<file path="config.mk">
export PLATFORM = sky130hd
export DESIGN_NAME = key_event
export DESIGN_NICKNAME = d
export VERILOG_FILES = /design/src/rtl/key_event.sv
export SDC_FILE = /design/constraint.sdc
export NUM_CORES = 1
export LEC_CHECK = 0
export ABC_AREA = 1
export CAP_MARGIN = 20
export CORE_AREA = 2 2 75 77
export DETAILED_ROUTE_END_ITERATION = 10
export DIE_AREA = 0 0 77 79
export GPL_TIMING_DRIVEN = 1
export HOLD_SLACK_MARGIN = 0.08
export PLACE_DENSITY = 0.93
export RECOVER_POWER = 100
export SLEW_MARGIN = 20
export SYNTH_ARGS = -nofsm -noshare
export SYNTH_HDL_FRONTEND = slang
export SYNTH_SLANG_ARGS = --single-unit
</file>
<file path="constraint.sdc">
create_clock -name clk -period 8 [get_ports clk]
set_clock_uncertainty 0.15 [all_clocks]
set_input_delay 0.8 -clock clk [delete_from_list [all_inputs] [get_ports clk]]
set_output_delay 0.8 -clock clk [all_outputs]
set_load 0.005 [all_outputs]
</file>
<file path="src/rtl/key_event.sv">
// Key event detector: classifies presses as short, long or auto-repeat and latches sticky IRQ status.
// Latency: edge/tick at clk N -> event pulse / pressed at N+1 -> irq_sts bit at N+2.
// Backpressure: none; the block consumes 1-clk pulses every cycle and never stalls.
//
// Ports:
//   clk, rst              clock, asynchronous active-high reset
//   en                    block enable; low forces IDLE and suppresses events
//   act_edge, inact_edge  filtered press / release pulses
//   tick                  time-base strobe; all timing is counted in ticks
//   long_th               ticks from press to long event
//   rpt_en, rpt_dly       auto-repeat enable, ticks from long event to first repeat
//   rpt_int               ticks between subsequent repeats
//   irq_mask, irq_clr     per-bit interrupt enable and write-1 clear ([0] short, [1] long, [2] repeat)
//   short_ev, long_ev, rpt_ev  registered 1-clk event pulses
//   pressed               key held (state != IDLE), registered
//   irq_sts, irq          sticky status and masked interrupt
module key_event #(
    parameter int BW = 16
) (
    input  logic          clk,
    input  logic          rst,
    input  logic          en,
    input  logic          act_edge,
    input  logic          inact_edge,
    input  logic          tick,
    input  logic [BW-1:0] long_th,
    input  logic          rpt_en,
    input  logic [BW-1:0] rpt_dly,
    input  logic [BW-1:0] rpt_int,
    input  logic [2:0]    irq_mask,
    input  logic [2:0]    irq_clr,
    output logic          short_ev,
    output logic          long_ev,
    output logic          rpt_ev,
    output logic          pressed,
    output logic [2:0]    irq_sts,
    output logic          irq
);

    typedef enum logic [1:0] {
        S_IDLE   = 2'd0,
        S_PRESS  = 2'd1,
        S_LONG   = 2'd2,
        S_REPEAT = 2'd3
    } state_t;

    state_t        state_q, state_d;
    logic [BW-1:0] cnt_q, cnt_d;
    logic          short_ev_q, short_ev_d;
    logic          long_ev_q, long_ev_d;
    logic          rpt_ev_q, rpt_ev_d;
    logic          pressed_q, pressed_d;
    logic [2:0]    irq_sts_q, irq_sts_d;

    // One extra bit so cnt+1 can never wrap; at cnt = max every threshold
    // is reached, so the counter is always reset before it could overflow.
    logic [BW:0]   cnt_inc;
    logic          hit_long, hit_dly, hit_int;

    assign cnt_inc  = {1'b0, cnt_q} + {{BW{1'b0}}, 1'b1};
    assign hit_long = (cnt_inc >= {1'b0, long_th});
    assign hit_dly  = (cnt_inc >= {1'b0, rpt_dly});
    assign hit_int  = (cnt_inc >= {1'b0, rpt_int});

    // State register
    always_ff @(posedge clk or posedge rst) begin
        if (rst) begin
            state_q    <= S_IDLE;
            cnt_q      <= '0;
            short_ev_q <= 1'b0;
            long_ev_q  <= 1'b0;
            rpt_ev_q   <= 1'b0;
            pressed_q  <= 1'b0;
            irq_sts_q  <= 3'b000;
        end else begin
            state_q    <= state_d;
            cnt_q      <= cnt_d;
            short_ev_q <= short_ev_d;
            long_ev_q  <= long_ev_d;
            rpt_ev_q   <= rpt_ev_d;
            pressed_q  <= pressed_d;
            irq_sts_q  <= irq_sts_d;
        end
    end

    // Next-state and counter. Release outranks tick; disable outranks all.
    always_comb begin
        state_d = state_q;
        cnt_d   = cnt_q;
        if (!en) begin
            state_d = S_IDLE;
            cnt_d   = '0;
        end else begin
            case (state_q)
                S_IDLE: begin
                    // Coincident press and release is a glitch: ignore it.
                    if (act_edge && !inact_edge) begin
                        state_d = S_PRESS;
                        cnt_d   = '0;
                    end
                end
                S_PRESS: begin
                    if (inact_edge) begin
                        state_d = S_IDLE;
                        cnt_d   = '0;
                    end else if (tick) begin
                        if (hit_long) begin
                            state_d = S_LONG;
                            cnt_d   = '0;
                        end else begin
                            cnt_d = cnt_inc[BW-1:0];
                        end
                    end
                end
                S_LONG: begin
                    if (inact_edge) begin
                        state_d = S_IDLE;
                        cnt_d   = '0;
                    end else if (!rpt_en) begin
                        cnt_d = '0;
                    end else if (tick) begin
                        if (hit_dly) begin
                            state_d = S_REPEAT;
                            cnt_d   = '0;
                        end else begin
                            cnt_d = cnt_inc[BW-1:0];
                        end
                    end
                end
                S_REPEAT: begin
                    // With repeat disabled the count is frozen until release.
                    if (inact_edge) begin
                        state_d = S_IDLE;
                        cnt_d   = '0;
                    end else if (tick && rpt_en) begin
                        cnt_d = hit_int ? '0 : cnt_inc[BW-1:0];
                    end
                end
                default: begin
                    state_d = S_IDLE;
                    cnt_d   = '0;
                end
            endcase
        end
    end

    // Outputs: event pulses and status, all registered.
    always_comb begin
        short_ev_d = en && (state_q == S_PRESS) && inact_edge;
        long_ev_d  = en && (state_q == S_PRESS) && !inact_edge && tick && hit_long;
        rpt_ev_d   = en && !inact_edge && tick && rpt_en &&
                     (((state_q == S_LONG) && hit_dly) ||
                      ((state_q == S_REPEAT) && hit_int));
        pressed_d  = (state_d != S_IDLE);
        // Set wins over clear on the same bit.
        irq_sts_d  = (irq_sts_q & ~irq_clr) | {rpt_ev_q, long_ev_q, short_ev_q};
    end

    assign short_ev = short_ev_q;
    assign long_ev  = long_ev_q;
    assign rpt_ev   = rpt_ev_q;
    assign pressed  = pressed_q;
    assign irq_sts  = irq_sts_q;
    assign irq      = |(irq_sts_q & irq_mask);

endmodule

</file>
==> results_dict.tcl, run 1 <==
set metrics [dict create \
    cpMaxStageDelayCell "dfrtp_1" \
    dieArea_mm2 0.00608 \
    required_ns 8.01 \
    async_flop_share_pct 100 \
    hold_path.class "flop to flop" \
    synthCells 424 \
    routed_wl_mm 7.46 \
    postCtsSetupBuffers 0 \
    cp-end-kind "flop" \
    period_minus_slack_ns 4.07 \
    clock_latency_ns 0.27 \
    syn_nets 534 \
    crit_type "flop to flop" \
    synth.area.top_cells "dfrtp_1 22%, ha_1 22%, nand2_1 15%, inv_1 12%, nand3_1 6.0%" \
    rsz0062_at_grt "false" \
    fp.dieW_um 77 \
    first_global_vias 2794 \
    relSlewSlack_pct 35.0 \
    drive_gt1_share_pct 2.84 \
    syn_avg_cell_area_um2 6.70 \
    fmax_ghz 0.246 \
    cap_violations 0 \
    ir_worst_vdd_uv 68.3 \
    syn2layout_area_growth_pct 27.1 \
    cp_max_fo 16 \
    routed_via_density 5.24 \
    synth_area_mm2 0.00284 \
    p_per_area_mw_per_mm2 76.4 \
    drc 0 \
    first_iter_violations 224 \
    start_util_pct 53.3 \
    p_total_mw 0.276 \
    slew_viol_final 0 \
    crit_start "cnt_q[0]$_DFFE_PP0P_" \
    ys.flop_type "dfrtp_1" \
    finalHoldViolations 0 \
    ctsHoldBuffers 0 \
    wire_per_inst_um 13.2 \
    hpwl_mm 6.18 \
    yosys_register_bits 25 \
    p_leak_nw 2.16 \
    rows 27 \
    setup_viol 0 \
    grt_usage_pct 24.8 \
    place_area_mm2 0.00359 \
    clk_pin_slew_ns 0.09 \
    route.vias.total 2958 \
    htree_levels 1 \
    post_cts_resized 0 \
    antenna_found_initial 0 \
    grt_pass1_wl_mm 12.2 \
    tns_ns 0 \
    crit_top_cell "nand2_1" \
    clock-root-buffer "clkbuf_8" \
    post-route-period-util_pct 50.8 \
    drt-pass1-iter-count 6 \
    synth_warnings 0 \
    grt_max_degree 26 \
    yosysSeqAreaShare_pct 22.0 \
    io_pins 69 \
    synth_cell_types 31 \
    tightestPinTransition_ns 0.974 \
    startpoint_type "flop" \
    synth_top_cell_by_area "dfrtp_1" \
    path_cells "ha_1 > nand2_1 > nor2_1 > nand2_2 > inv_1 > nand2_1 > o21ai_0 > inv_1 > ha_1 > nand2_1 > nor2_1 > inv_1 > nor2_1 > nand2_1 > nand2_1 > nand2_1 > nand2_1 > nand2_1 > nand3_1 > nand3_1 > nand3_1 > nand2_1" \
    drtAntennaViolNets 0 \
    cpPeakStageDelay_ns 0.49 \
    fin_area_mm2 0.00361 \
    gp_congestion 0.932 \
    hp-start "rpt_ev$_DFF_PP0_" \
    n_antenna_cell 0 \
    dieHeight_um 79 \
    status "complete, no violations" \
    final_common_cell "nand2_1" \
    final_cell_mix "113 x nand2_1, 95 x inv_1, 55 x clkdlybuf4s50_1, 49 x ha_1, 35 x nand3_1" \
    final_net_count 604 \
    r2r_start "cnt_q[0]$_DFFE_PP0P_" \
    cts.sinks 25 \
    crit_arrival_ns 4.08 \
    cts_inserted_buffers 3 \
    clock_path_buffers 2 \
    core_mm2 0.00534 \
    synth_edf_count 0 \
    cts_tree "yes" \
    port_buffers 68 \
    overflow 0 \
    yosysTopAreaCellShare_pct 22.0 \
]
## cells by family (layout without fill, tap and decap cells)
| logic type | Yosys count | after routing | synth area share (%) |
|---|---|---|---|
| AND/OR/NAND/NOR | 205 | 205 | 32.7 |
| adder cells (fa/ha/maj) | 49 | 49 | 21.6 |
| XOR/XNOR | 11 | 11 | 3.39 |
| buffers and inverters | 100 | 169 | 13.7 |
| AO/OA/AOI/OAI | 34 | 34 | 6.56 |
| flip-flops | 25 | 25 | 22.0 |
## final cells by class
type	count	area, um2
fill	473	1720
tap	72	90.1
inverter	97	364
clock buffer	3	41.3
timing repair buffer	68	681
sequential	25	626
multi-input combinational	299	1810
clock inverter	1	5.00
## per-layer routing
layer	wire length [um]	GRT usage, %
met3	563	3.07
met4	123	5.54
met2	3700	46.1
met5	0	0
met1	3070	30.9
## where the power goes
part,switching [mW],internal [mW]
Clock,0.0414,0.0349
Sequential,0.000887,0.127
Combinational,0.0335,0.0379
## critical path, delay by kind of cell, from the launching register on
kind,cells,cell delay [ns]
flip-flops,1,0.49
AND/OR/NAND/NOR,16,2.27
AO/OA/AOI/OAI,1,0.16
buffers and inverters,3,0.34
adder cells (fa/ha/maj),2,0.54
## sequential cells by signal, summed over array words and instances, names as in the netlist
register	flops
irq_sts	3
short_ev	1
cnt_q	16
rpt_ev	1
pressed	1
state_q	2
long_ev	1
## metrics by stage
stage	setup slack [ns]	hold WS, ns	util (%)	std cells
floorplan	5.04	0.318	-	424
global placement	4.68	0.299	67.2	561
detailed placement	4.55	0.317	67.2	561
CTS	4.52	0.336	68.1	565
global route	3.56	0.349	67.7	565
finish	3.93	0.322	67.7	565
## final timing paths
kind                                    endpoint  slack (ns)  cells after the start
setup / recovery            cnt_q[8]$_DFFE_PP0P_        3.93                     22
setup reg to reg            cnt_q[8]$_DFFE_PP0P_        3.93                     22
hold / removal              irq_sts[2]$_DFF_PP0_        0.32                      1
max in group asynchronous  cnt_q[10]$_DFFE_PP0P_        6.07                      2
min in group asynchronous   irq_sts[2]$_DFF_PP0_        1.04                      2
hold reg to reg             irq_sts[2]$_DFF_PP0_        0.32                      1
## synth_stat cells, types with 3 or more instances
| library cell | instances |
|---|---|
| a21oi_1 | 20 |
| dfrtp_1 | 25 |
| ha_1 | 49 |
| inv_1 | 94 |
| inv_2 | 3 |
| nand2_1 | 113 |
| nand3_1 | 34 |
| nand4_1 | 11 |
| nor2_1 | 24 |
| nor3_1 | 8 |
| nor4_1 | 3 |
| o21ai_0 | 6 |
| o21bai_1 | 4 |
| xnor2_1 | 3 |
| xor2_1 | 8 |
Power figures use the tool's default switching activity.
==> run 2, diff against run 1 <==
CORE_AREA = 2 2 78 80   (was 2 2 75 77)
DIE_AREA = 0 0 80 82   (was 0 0 77 79)
PLACE_DENSITY = 0.87   (was 0.93)
clock period = 4.1 ns   (was 8 ns; I/O delays follow)
==> results_dict.tcl, run 2 (synthesized netlist as in run 1, its figures left out) <==
set metrics [dict create \
    status "complete, no violations" \
    p_total_mw 0.543 \
    setup_ws_ns 0.562 \
    final_cell_mix "114 x nand2_1, 95 x inv_1, 55 x clkdlybuf4s50_1, 49 x ha_1, 34 x nand3_1" \
    drc 0 \
    final_net_count 605 \
    dp.cells 564 \
    drt-pass1-iter-count 5 \
    crit_type "flop to flop" \
    post-route-period-util_pct 86.3 \
    core_mm2 0.00575 \
    place_area_mm2 0.00359 \
    route.vias.total 2957 \
    cap_violations 0 \
    ctsHoldBuffers 0 \
    seqPwrFrac_pct 46.1 \
    cts_tree "yes" \
    cts.sinks 25 \
    drive_gt1_share_pct 3.04 \
    syn2layout_area_growth_pct 28.1 \
    pwr-share-comb_pct 25.8 \
    grt_max_degree 26 \
    port_buffers 68 \
    grt_usage_pct 22.6 \
    post_cts_resized 0 \
    ff2ff_setup_slack_ns 0.56 \
    start_util_pct 49.5 \
    tightestPinTransition_ns 0.838 \
    hpwl_mm 6.03 \
    gp_congestion 0.914 \
    fmax_ghz 0.283 \
    period_minus_slack_ns 3.54 \
    cp-end-kind "flop" \
    htree_levels 1 \
    dieArea_mm2 0.00656 \
    n_antenna_cell 0 \
    drtAntennaViolNets 0 \
    cellInternalPower_mw 0.392 \
    fillers 522 \
    overflow 0 \
    p_leak_nw 2.16 \
    clk_pin_slew_ns 0.09 \
    postCtsSetupBuffers 0 \
    utilization_pct 63.4 \
    stdcell_count 569 \
    largest_register_ffs 16 \
    setup_viol 0 \
    relSlewSlack_pct 43.7 \
    first_iter_violations 227 \
    routed_wl_mm 7.26 \
    place_ws_ns 0.696 \
    p_sw_share_pct 27.7 \
    clock-root-buffer "clkbuf_8" \
    rsz0062_at_grt "false" \
    hold_ws_ns 0.314 \
    clock_latency_ns 0.27 \
    routed_via_density 5.20 \
    first_global_vias 2819 \
    cp_max_fo 16 \
    hold_path.class "flop to flop" \
    dieHeight_um 82 \
    slew_viol_final 0 \
    wire_per_inst_um 12.8 \
    finalHoldViolations 0 \
    antenna_found_initial 0 \
    io_pins 69 \
    cts_inserted_buffers 3 \
    p_per_area_mw_per_mm2 149 \
    fp.dieW_um 80 \
    clock_path_buffers 2 \
    required_ns 4.16 \
    startpoint_type "flop" \
    final_common_cell "nand2_1" \
    ir_worst_vdd_uv 108 \
    power.share.clock_pct 28.0 \
    regMostFlops "cnt_q" \
    rows 28 \
    tns_ns 0 \
    fin_area_mm2 0.00364 \
    crit_arrival_ns 3.60 \
    grt_pass1_wl_mm 11.8 \
    p_switching_mw 0.150 \
]
[run 2: cell types whose count changed in the layout (fill, tap and decap cells not counted)]
cell,delta
nand2_2,-1
nand3_4,+1
nor2_1,-1
nand3_1,-1
nor2_4,+1
nand2_1,+1
clkbuf_1,+1
clkinv_2,-1
clkinvlp_4,+1
[run 2: critical path: stages, from the launching register on]
cell and delay (ns):
dfrtp_1 0.47, ha_1 0.22, nand2_1 0.09, nor2_4 0.15, nand2_1 0.13, inv_1 0.13
nand2_1 0.10, nor3_1 0.19, xor2_1 0.37, ha_1 0.33, nand2_1 0.07, inv_1 0.06
nand3_1 0.07, nor3_1 0.05, a211oi_1 0.28, nand3_1 0.18, nand3_4 0.22, nand3_1 0.10
nand2_1 0.11
[run 2: per-layer routing]
metal / wire length, um / global-route usage [%]
met4: 176 / 8.31
met5: 0 / 0
met3: 417 / 3.74
met2: 3520 / 40.4
met1: 3150 / 27.2
[run 2: final timing paths]
check	from	end	cells after the start
max in group asynchronous	rst	pressed$_DFF_PP0_	3
hold / removal	rpt_ev$_DFF_PP0_	irq_sts[2]$_DFF_PP0_	1
setup / recovery	cnt_q[0]$_DFFE_PP0P_	cnt_q[3]$_DFFE_PP0P_	18
hold reg to reg	rpt_ev$_DFF_PP0_	irq_sts[2]$_DFF_PP0_	1
setup reg to reg	cnt_q[0]$_DFFE_PP0P_	cnt_q[3]$_DFFE_PP0P_	18
min in group asynchronous	rst	irq_sts[1]$_DFF_PP0_	2
[run 2: final cells by class]
cell class	count	area, um2	area share (%)
clock buffers	3	41.3	1.13
inverters	97	364	10.0
multi-input cells	299	1820	50.1
repair buffers	69	684	18.8
clock inverters	1	7.51	0.206
well taps	75	93.8	2.58
flip-flops and latches	25	626	17.2
[run 2: power groups by stage]
stage | combinational, mW | sequential, mW | clock [mW]
final | 0.140 | 0.250 | 0.152
after global routing | 0.155 | 0.251 | 0.167
after CTS | 0.142 | 0.250 | 0.156
after detailed placement | 0.140 | 0.255 | 0
after global placement | 0.137 | 0.255 | 0
after floorplan | 0.0628 | 0.255 | 0
